$ cat config.mk
export PLATFORM = sky130hd
export DESIGN_NAME = pwm_rpm_decoder
export DESIGN_NICKNAME = d
export VERILOG_FILES = /design/src/rtl/pwm_rpm_decoder.sv
export SDC_FILE = /design/constraint.sdc
export NUM_CORES = 1
export LEC_CHECK = 0
export CORE_MARGIN = 2
export CORE_UTILIZATION = 55
export DETAILED_ROUTE_END_ITERATION = 12
export PLACE_DENSITY_LB_ADDON = 0.2
export SETUP_SLACK_MARGIN = 0.02
export SLEW_MARGIN = 20
export SYNTH_ARGS = -nofsm -noshare
export SYNTH_HDL_FRONTEND = slang
export SYNTH_SLANG_ARGS = --single-unit
$ cat constraint.sdc
create_clock -name clk -period 3.5 [get_ports clk]
set_clock_uncertainty 0.2 [all_clocks]
set_input_delay 0.525 -clock clk [delete_from_list [all_inputs] [get_ports clk]]
set_output_delay 0.525 -clock clk [all_outputs]
set_load 0.005 [all_outputs]
$ cat src/rtl/pwm_rpm_decoder.sv
// pwm_rpm_decoder: measures the high time of each period of an RPM-command PWM
// line and converts it back to rpm (high_cycles / CYCLES_PER_RPM, clamped to
// MAX_RPM). One result per period. A line stuck low or high is reported as
// signal loss with rpm 0 or MAX_RPM.
//
// Valid/ready note: the result interface is push-only. rpm_valid is a
// single-cycle pulse that marks a new rpm_measured/signal_lost pair. There is
// no back-pressure, so the consumer must take the value in that cycle.
// rpm_measured then holds until the next pulse.
module pwm_rpm_decoder #(
    parameter int unsigned CYCLES_PER_RPM = 50,
    parameter int unsigned MAX_RPM        = 10000,
    parameter int unsigned TIMEOUT_CYCLES = 1000000
) (
    input  logic        clk,
    input  logic        rst,
    input  logic        pwm_in,
    output logic [15:0] rpm_measured,
    output logic        rpm_valid,
    output logic        signal_lost,
    output logic        busy
);

    localparam logic [31:0] DIVISOR   = 32'(CYCLES_PER_RPM);
    localparam logic [31:0] MAX_C     = 32'(MAX_RPM);
    localparam logic [31:0] TIMEOUT_C = 32'(TIMEOUT_CYCLES);

    typedef enum logic [1:0] {
        S_IDLE = 2'd0,
        S_DIV  = 2'd1,
        S_DONE = 2'd2
    } state_e;

    // Input conditioning: two synchronizer flops, then s and its previous value.
    logic sync1_q, sync2_q, s_q, s_prev_q;
    logic rise;

    // Measurement counters and arming flag.
    logic [31:0] period_cnt_q, period_cnt_d;
    logic [31:0] high_cnt_q, high_cnt_d;
    logic        armed_q, armed_d;
    logic        timeout;

    // Restoring divider state.
    state_e      state_q, state_d;
    logic [4:0]  iter_q, iter_d;
    logic [31:0] rem_q, rem_d;
    logic [31:0] quo_q, quo_d;
    logic [32:0] rem_shift;

    // Registered outputs.
    logic [15:0] rpm_q, rpm_d;
    logic        valid_q, valid_d;
    logic        lost_q, lost_d;

    assign rise = s_q & ~s_prev_q;
    // period_cnt would reach TIMEOUT_CYCLES this cycle. A rise in the same
    // cycle takes priority, so it suppresses the timeout.
    assign timeout = ~rise && (period_cnt_q >= TIMEOUT_C - 32'd1);
    // Shift in the next dividend bit. The extra top bit keeps the
    // trial-subtract compare exact.
    assign rem_shift = {rem_q, quo_q[31]};

    assign rpm_measured = rpm_q;
    assign rpm_valid    = valid_q;
    assign signal_lost  = lost_q;
    assign busy         = (state_q == S_DIV) || (state_q == S_DONE);

    // Synchronize the asynchronous pin and keep one cycle of history for edge detection.
    always_ff @(posedge clk) begin
        if (rst) begin
            sync1_q  <= 1'b0;
            sync2_q  <= 1'b0;
            s_q      <= 1'b0;
            s_prev_q <= 1'b0;
        end else begin
            sync1_q  <= pwm_in;
            sync2_q  <= sync1_q;
            s_q      <= sync2_q;
            s_prev_q <= s_q;
        end
    end

    // Next-state logic for the divider FSM, the counters, arming and the outputs.
    always_comb begin
        state_d      = state_q;
        iter_d       = iter_q;
        rem_d        = rem_q;
        quo_d        = quo_q;
        armed_d      = armed_q;
        rpm_d        = rpm_q;
        valid_d      = 1'b0;
        lost_d       = lost_q;
        period_cnt_d = (period_cnt_q >= TIMEOUT_C) ? TIMEOUT_C : period_cnt_q + 32'd1;
        high_cnt_d   = (s_q && (high_cnt_q != '1)) ? high_cnt_q + 32'd1 : high_cnt_q;

        case (state_q)
            S_DIV: begin
                if (rem_shift >= {1'b0, DIVISOR}) begin
                    rem_d = 32'(rem_shift - {1'b0, DIVISOR});
                    quo_d = {quo_q[30:0], 1'b1};
                end else begin
                    rem_d = rem_shift[31:0];
                    quo_d = {quo_q[30:0], 1'b0};
                end
                if (iter_q == 5'd31) begin
                    state_d = S_DONE;
                end else begin
                    iter_d = iter_q + 5'd1;
                end
            end
            S_DONE: begin
                state_d = S_IDLE;
                valid_d = 1'b1;
                lost_d  = 1'b0;
                rpm_d   = (quo_q > MAX_C) ? MAX_C[15:0] : quo_q[15:0];
            end
            default: ;
        endcase

        if (rise) begin
            // The edge cycle itself counts as the first high cycle of the new period.
            period_cnt_d = 32'd1;
            high_cnt_d   = 32'd1;
            if (!armed_q) begin
                armed_d = 1'b1;
            end else if (state_q == S_IDLE) begin
                // high_cnt_q still holds the finished period's high time.
                rem_d   = '0;
                quo_d   = high_cnt_q;
                iter_d  = '0;
                state_d = S_DIV;
            end
            // A rise while the divider is busy drops that period's measurement.
        end else if (timeout) begin
            // Timeout overrides any divide in flight, including its DONE cycle.
            period_cnt_d = '0;
            armed_d      = 1'b0;
            state_d      = S_IDLE;
            valid_d      = 1'b1;
            lost_d       = 1'b1;
            rpm_d        = s_q ? MAX_C[15:0] : 16'd0;
        end
    end

    // State register for the counters, the divider FSM and the outputs.
    always_ff @(posedge clk) begin
        if (rst) begin
            period_cnt_q <= '0;
            high_cnt_q   <= '0;
            armed_q      <= 1'b0;
            state_q      <= S_IDLE;
            iter_q       <= '0;
            rem_q        <= '0;
            quo_q        <= '0;
            rpm_q        <= '0;
            valid_q      <= 1'b0;
            lost_q       <= 1'b1;
        end else begin
            period_cnt_q <= period_cnt_d;
            high_cnt_q   <= high_cnt_d;
            armed_q      <= armed_d;
            state_q      <= state_d;
            iter_q       <= iter_d;
            rem_q        <= rem_d;
            quo_q        <= quo_d;
            rpm_q        <= rpm_d;
            valid_q      <= valid_d;
            lost_q       <= lost_d;
        end
    end

endmodule

After elaboration in Yosys (flattened, before gate mapping):

Cells that the tools add are included.

* divide/modulo/power cells: 0
* reductions and logical operators: 9
* add/subtract/negate cells: 4
* bitwise gates (word level): 3
* mux-type cells: 39
* multipliers: 0
* eq/ne operators: 4
* shifts and indexed selects: 0
* order comparisons: 4

Operators with widths (count)
* two-way mux 32 bit: 9
* adder 32 x 1 -> 32 bit (second input constant): 2
* >= comparator 32 x 20 -> 1 bit (second input constant): 2
* two-way mux 16 bit: 4
* >= comparator 33 x 6 -> 1 bit (second input constant): 1
* greater-than comparator 32 x 14 -> 1 bit (second input constant): 1
* != test 32 bit (second input constant): 1
* subtractor 32 x 6 -> 32 bit (second input constant): 1
* two-way mux 5 bit: 5
* two-way mux 20 bit: 1
* two-way mux 14 bit: 1
* two-way mux 1 bit: 13
* two-way mux 2 bit: 5
* adder 5 x 1 -> 5 bit (second input constant): 1
* == test 5 bit (second input constant): 1
* one-hot mux 2 bit (2 select lines): 1
* nonzero test 2 bit: 2
* OR reduction 4 bit: 1
* OR reduction 3 bit: 1
* == test 2 x 1 -> 1 bit (second input constant): 1
* == test 2 bit (second input constant): 1
* logical AND 1 bit: 2
* zero test 2 bit: 1
* NOT 1 bit: 2
* other kinds (3): 3

* memories kept: 0
* output and inout bits: 19
* memory bits (writable): 0
* bits in registers: 158
* logic and storage cells: 80
* bits of input ports: 3
* latch bits: 0
* ROM bits: 0

Depth between registers and ports, before layout:

* depth after elaboration: 6
* mapped depth: 10
* depth with buffers taken out: 8

Worst setup path before layout:

Ideal clock, no wire load.

* path kind: register -> register
* start: register rem_q[24]
* end: register rem_q[6]
* setup slack: 0.974 ns
* library setup time: 0.132 ns
* stages on the path, launching flop included: 9
* buffers on the path: 2
* arrival: 2.193 ns
* data required time: 3.168 ns
* clock period less this slack: 2.526 ns
* cell sequence: dfxtp_1 or3_1 or4_1 a41oi_2 buf_4 buf_4 a21oi_1 xnor2_1 a21oi_1

* word-level cells in the longest chain between the ends: 6

RTL lines
* start, declared: line 47 `logic [31:0] rem_q, rem_d;`
* start signal, assigned: line 165 `rem_q <= rem_d;`
* >= comparator 33 x 6 -> 1 bit (*): line 99 `if (rem_shift >= {1'b0, DIVISOR}) begin`
* two-way mux 32 bit (*): line 99
* two-way mux 32 bit (*): line 97 `case (state_q)`
* two-way mux 32 bit: line 127 `end else if (state_q == S_IDLE) begin`
* two-way mux 32 bit: line 125 `if (!armed_q) begin`
* two-way mux 32 bit (*): line 121 `if (rise) begin`

Every way passes the cells marked *; elsewhere a longest branch is shown, timed or not.
A chain may end at the register's enable or synchronous reset.

Worst setup path after layout:

* start: register rem_q[0]
* end: register rem_q[30]

* word-level cells in the longest chain between the ends: 6
* elaborated cells on any way between the ends: 7
* those cells by class: add/sub (1); order compare (1); mux (5)

RTL lines (line)
* subtractor 32 x 6 -> 32 bit or >= comparator 33 x 6 -> 1 bit (tied branches): 100, 99
* two-way mux 32 bit (*): 99
* two-way mux 32 bit (*): 97
* two-way mux 32 bit: 127
* two-way mux 32 bit: 125
* two-way mux 32 bit (*): 121

Marked as above.

==> run metrics <==
period utilisation layout 0.855; global routing usage on met2 0.399; final slew viol count 0; setup repair after global routing missed its margin no; Final HPWL DP 10100 µm; number of sinks handled by clock tree synthesis 158; run status finished clean; Largest stage delay, worst path 0.75 ns; area added between synthesis and finish 14.3%; floorplan row count 41; total standard cell area after synthesis 7040 µm²; count of different cell masters after synthesis 52; post-synthesis register bit count ~160; path type of the worst setup path reg -> reg; post-cts sizing count 0; H-tree levels 4; DRC 0; sequential-to-total area share from yosys stat 0.449; post-route non-filler standard cell count 995; Routed Wire Length 15100 µm; Core ar. 12600 µm²; global route hottest layer met2; maximum number of pins on one net before global-route repair 56; CTS buffer count 17; MaxCap Viol Count 0; vias in the first global route 5567; clock transition time at the flip-flop clock pins of the worst setup and hold paths 0.06 ns; vias per cell 5.83; number of nets in the layout 823; Peak Freq 0.334 GHz; antenna violations before repair 0; ratio of cells with drive above 1 in the final layout 0.0693; number of antenna diodes 0; relative slew slack 0.350; number of antenna-violating nets in the routed design 0; number of top-level design ports 22; Max stage delay cell, worst path sky130_fd_sc_hd__a21oi_1; port buffer count 21; weighted congestion at the end of routability-driven global placement 0.793; final number of hold-violating endpoints 0; critical path data arrival time roughly 3.1 ns; number of vias after detailed routing 5804; most instantiated flip-flop cell in the synthesis netlist sky130_fd_sc_hd__dfxtp_1; worst min-delay path class reg -> reg; wire length per cell after detailed routing 15.2 µm; area of the die around 14000 µm²; total power divided by cell area around 470 nW/µm²; die extent in y roughly 120 µm; met1 capacity usage during global routing 0.283; accumulated negative setup slack 0 ns; VDD IR-drop max 381 µV; number of warnings issued by yosys 0; Setup Fix Bufs, Post-CTS 0; critical path buffer and inverter count 1; CTS Root Cell sky130_fd_sc_hd__clkbuf_16; static power due to leakage about 0.0028 µW; number of hold buffers added after cts 0; Critical Path Sink Type flip-flop; Horiz. Die Dim 117 µm; number of endpoints failing setup at the final stage 0; Async SR Flop Fraction 0; largest delay contributor family on the critical path compound AO/OA/AOI/OAI gates; CP Launch Type flip-flop; Worst Max-Slew Pin Slew just under 1 ns; fin crit period 2.99 ns; total grt overflow 0; clk_lat worst skew between 0.4 and 0.5 ns; placed cell count approximately 970; maximum root-to-sink buffer count 2; crit-path cells inv_1 > ha_1 > a21oi_1 > nor3_4 > a211o_1 > or4_1 > a31oi_1; EDFF count, synth 0; starting density of the core 0.560; number of DRC markers in iteration 0 407; global-route usage over all layers 0.233; synthesized area per cell about 8.9 µm²; first-pass iteration count of the detailed router 5; TritonCTS clock tree built; synthesized instance count around 800; first-pass GRT wire length 25500 µm; data required time at the worst endpoint 3.65 ns; peak fanout along the critical path 21; global routing usage on met3 0.0587
synth_stat cells, types with 12 or more instances:
| cell | instances | area [µm²] |
|---|---|---|
| sky130_fd_sc_hd__inv_1 | 18 | 67.6 |
| sky130_fd_sc_hd__nand3_1 | 25 | 125 |
| sky130_fd_sc_hd__clkbuf_1 | 39 | 146 |
| sky130_fd_sc_hd__nor3_1 | 14 | 70.1 |
| sky130_fd_sc_hd__or3_1 | 19 | 119 |
| sky130_fd_sc_hd__dfxtp_1 | 158 | 3160 |
| sky130_fd_sc_hd__xor2_1 | 26 | 228 |
| sky130_fd_sc_hd__a21oi_1 | 60 | 300 |
| sky130_fd_sc_hd__nand4_1 | 14 | 87.6 |
| sky130_fd_sc_hd__nor4_1 | 15 | 93.8 |
| sky130_fd_sc_hd__mux2i_1 | 34 | 340 |
| sky130_fd_sc_hd__nor2_1 | 99 | 372 |
| sky130_fd_sc_hd__o21ai_0 | 49 | 245 |
| sky130_fd_sc_hd__nand2_1 | 33 | 124 |
| sky130_fd_sc_hd__xnor2_1 | 37 | 324 |
| sky130_fd_sc_hd__and3_1 | 12 | 75.1 |
| sky130_fd_sc_hd__a211oi_1 | 37 | 278 |
path summary, 6_finish.rpt:
path,slack [ns],startpoint,end,cells past startpoint
hold / removal,0.26,sync1_q,sync2_q,1
setup reg to reg,0.51,rem_q[0],rem_q[30],7
setup / recovery,0.51,rem_q[0],rem_q[30],7
hold reg to reg,0.26,sync1_q,sync2_q,1
cell type report:
type	count	area, µm²
inverter	19	71.3
clock inverter	11	160
fill	1063	4520
clock buffer	19	443
timing repair buffer	32	293
multi-input combinational	584	3700
tap	172	215
sequential	158	3160
worst register-to-register path: stages (launching register included):
cell	delay, ns
sky130_fd_sc_hd__dfxtp_1	0.36
sky130_fd_sc_hd__inv_1	0.10
sky130_fd_sc_hd__ha_1	0.22
sky130_fd_sc_hd__a21oi_1	0.75
sky130_fd_sc_hd__nor3_4	0.28
sky130_fd_sc_hd__a211o_1	0.42
sky130_fd_sc_hd__or4_1	0.43
sky130_fd_sc_hd__a31oi_1	0.17
report_power, final:
| group | switching [µW] | internal [µW] |
|---|---|---|
| registers | 5.04 | 1810 |
| logic | 28.9 | 13.7 |
| clock network | 741 | 1140 |
routing by layer:
layer,routed length [µm],share of wire
met4,261,0.017
met1,6930,0.46
met3,494,0.033
met2,7400,0.49
met5,0,0
sequential cells by signal (all words and copies together) (netlist names):
register and flops:
s_prev_q 1, state_q 2, s_q 1, rpm_valid 1, period_cnt_q 32, rpm_measured 16, iter_q 5, high_cnt_q 32
quo_q 32, signal_lost 1, armed_q 1, rem_q 32, sync1_q 1, sync2_q 1
kinds of logic (layout without fill, tap and decap cells):
family	after synthesis	after routing	share of synthesized area
simple gates	275	275	0.204
xor+xnor	63	63	0.0784
mux	34	34	0.0484
compound gates	192	192	0.170
fa+ha+maj	8	8	0.0142
buf+inv	64	81	0.0356
flops	158	158	0.449
other cells	1	12	0.000533
stage by stage:
stage	cell area (µm²)	util	hold WS, ns	setup slack [ns]	power [µW]
after detailed placement	7440	0.592	0.243	0.397	1900
after global placement	7440	0.592	0.221	0.609	1900
final	8050	0.640	0.255	0.507	3740
after global routing	8050	0.640	0.273	0.325	3850
after floorplan	7080	-	0.214	0.974	1880
after CTS	8040	0.640	0.253	0.409	3770
cells in the final DEF, fill, tap and decap left out, types with 9 or more instances in the layout:
cell type                           n
sky130_fd_sc_hd__a211oi_1          37
sky130_fd_sc_hd__a21oi_1           60
sky130_fd_sc_hd__a22oi_1            9
sky130_fd_sc_hd__and3_1            12
sky130_fd_sc_hd__and4_1            10
sky130_fd_sc_hd__buf_4             11
sky130_fd_sc_hd__clkbuf_16         17
sky130_fd_sc_hd__clkdlybuf4s50_1   21
sky130_fd_sc_hd__conb_1            12
sky130_fd_sc_hd__dfxtp_1          158
sky130_fd_sc_hd__inv_1             18
sky130_fd_sc_hd__mux2i_1           34
sky130_fd_sc_hd__nand2_1           33
sky130_fd_sc_hd__nand3_1           24
sky130_fd_sc_hd__nand4_1           14
sky130_fd_sc_hd__nor2_1            99
sky130_fd_sc_hd__nor3_1            13
sky130_fd_sc_hd__nor4_1            15
sky130_fd_sc_hd__o21ai_0           49
sky130_fd_sc_hd__or3_1             19
sky130_fd_sc_hd__xnor2_1           37
sky130_fd_sc_hd__xor2_1            26
(Power assumes the default switching activity.)
==> RTL edit, RTL diff (same settings) <==
Register the output `rpm_measured` once more, cleared by the reset; this adds one clock of latency there. The other outputs are not delayed to match. Comments in the files are not updated.
--- a/src/rtl/pwm_rpm_decoder.sv
+++ b/src/rtl/pwm_rpm_decoder.sv
@@ -61,7 +61,13 @@
     // trial-subtract compare exact.
     assign rem_shift = {rem_q, quo_q[31]};
 
-    assign rpm_measured = rpm_q;
+    always_ff @(posedge clk) begin
+        if (rst) begin
+            rpm_measured <= '0;
+        end else begin
+            rpm_measured <= rpm_q;
+        end
+    end
     assign rpm_valid    = valid_q;
     assign signal_lost  = lost_q;
     assign busy         = (state_q == S_DIV) || (state_q == S_DONE);
Behaviour: same outputs for any inputs over 10 cycles, from zero or initial values and one cycle with rst high; that may be too few to reach the edited logic, so the function may still have changed.
==> RTL edit against the original RTL <==
- via count up 7.7%
- non-clock buffer count down 1
- clock power up 5%
- first-iteration DRC count up 35%
- sequential cell count up 16
- power up 7.8%
- sequential power up 10%
- worst setup slack better by 0.11 ns
- synthesized area up 9.0%
- wire length up 9.3%
- final area up 7.6%
- highest routed layer unchanged
==> RTL edit: results (changes against the original RTL) <==
<table>
<tr><th>Metric</th><th>Value</th></tr>
<tr><th colspan="2">Layout</th></tr>
<tr><td>Fraction of layout instances using a drive strength above 1</td><td>0.07877 (+0.009508)</td></tr>
<tr><td>Final net count</td><td>875 (+6.3%)</td></tr>
<tr><th colspan="2">Worst setup path</th></tr>
<tr><td>Crit path max fanout</td><td>12 (-43%)</td></tr>
<tr><td>Kind of cell adding the most delay to the critical path</td><td>simple AND/OR/NAND/NOR gates</td></tr>
<tr><td>Worst-path cell with the longest stage delay</td><td>nor2_1</td></tr>
<tr><td>CP max stage delay</td><td>0.63 ns (-0.12 ns)</td></tr>
<tr><th colspan="2">GRT</th></tr>
<tr><td>Global Route met3 Usage</td><td>0.05243 (-0.006268)</td></tr>
<tr><td>Via count of the first global-routing pass</td><td>5782 (+3.9%)</td></tr>
<tr><td>Wire length of the first global-routing pass</td><td>27450 um (+7.8%)</td></tr>
<tr><td>Met2 track demand over resource in global routing</td><td>0.3568 (-0.04239)</td></tr>
<tr><td>Largest net degree at the start of global routing</td><td>61 (+8.9%)</td></tr>
<tr><td>Global routing met1 resource utilization</td><td>0.3094 (+0.02629)</td></tr>
<tr><td>Overall fraction of global-route tracks in use</td><td>0.2274 (-0.005424)</td></tr>
<tr><th colspan="2">Yosys</th></tr>
<tr><td>Yosys cell types</td><td>61 (+17%)</td></tr>
<tr><td>Top cell types by occurrence after synthesis</td><td>dfxtp_1, nor2_1, a21oi_1</td></tr>
<tr><td>Part of the Yosys area used for sequential elements</td><td>0.4539 (+0.004515)</td></tr>
<tr><td>Cell types with the largest area share after synthesis</td><td>dfxtp_1, nor2_1, xnor2_1, a21oi_1, mux2i_1</td></tr>
<tr><th colspan="2">Route</th></tr>
<tr><td>Iteration-0 DRC count of the detailed router</td><td>550 (+35%)</td></tr>
<tr><td>Post-DR wirelength/cell</td><td>15.61 um (+3.0%)</td></tr>
<tr><th colspan="2">Place</th></tr>
<tr><td>Post-DP HPWL</td><td>10900 um (+7.9%)</td></tr>
<tr><td>Post-Place Worst Slack</td><td>0.6391 ns (+0.2424 ns)</td></tr>
<tr><td>Weighted congestion at the end of routability-driven global placement</td><td>0.8558 (+7.9%)</td></tr>
<tr><th colspan="2">Run status</th></tr>
<tr><td>Run status</td><td>completed</td></tr>
<tr><th colspan="2">Pwr</th></tr>
<tr><td>Worst supply voltage drop on vdd</td><td>369.5 uV (-3.0%)</td></tr>
<tr><th colspan="2">STA</th></tr>
<tr><td>Worst rel slew slack</td><td>0.4667 (+0.1170)</td></tr>
</table>
RTL edit: worst paths after layout:
path / startpoint / to / slack [ns] / cells after the start
worst max-delay path: period_cnt_q[13] / rpm_q[12] / 0.62 / 6
worst min-delay path: sync1_q / sync2_q / 0.25 / 1
worst max register to register: period_cnt_q[13] / rpm_q[12] / 0.62 / 6
worst min register to register: sync1_q / sync2_q / 0.25 / 1
RTL edit: area by class of cell:
type	count	area (sq um)
Clock buffer	19	442.9
Inverter	15	56.30
Timing Repair Buffer	31	292.8
Multi-Input combinational cell	625	3969
Fill cell	1146	5117
Tap cell	180	225.2
Sequential cell	174	3483
Clock inverter	12	186.4
RTL edit: per-stage QoR:
step / std cells / power, mW / area, sq um / hold WS [ns]
after floorplan: 865 / 2.071 / 7715 / 0.2138
after global placement: 1025 / 2.086 / 8026 / 0.2304
after detailed placement: 1025 / 2.087 / 8026 / 0.2468
after CTS: 1056 / 4.060 / 8656 / 0.2559
after global routing: 1056 / 4.158 / 8656 / 0.2698
final: 1056 / 4.036 / 8656 / 0.2478
RTL edit: layer usage:
layer,wire length (um),share of wire
met1,7722,0.47
met2,7701,0.47
met3,803,0.049
met4,259,0.016
met5,0,0
RTL edit: power breakdown:
part	total [mW]	switching, mW	internal, mW
clock network	1.99	0.776	1.22
logic	0.0472	0.0355	0.0117
registers	2.00	0.00408	1.99
RTL edit: kinds of logic after synthesis:
group	Yosys count	synth area share
other	1	0.0004887
buffers and inverters	66	0.03734
AOI/OAI and AO/OA	190	0.1578
DFF	174	0.4539
muxes	32	0.04174
and+or+nand+nor	312	0.2146
adders and majority gates	8	0.01304
xor gates and xnor gates	71	0.08104
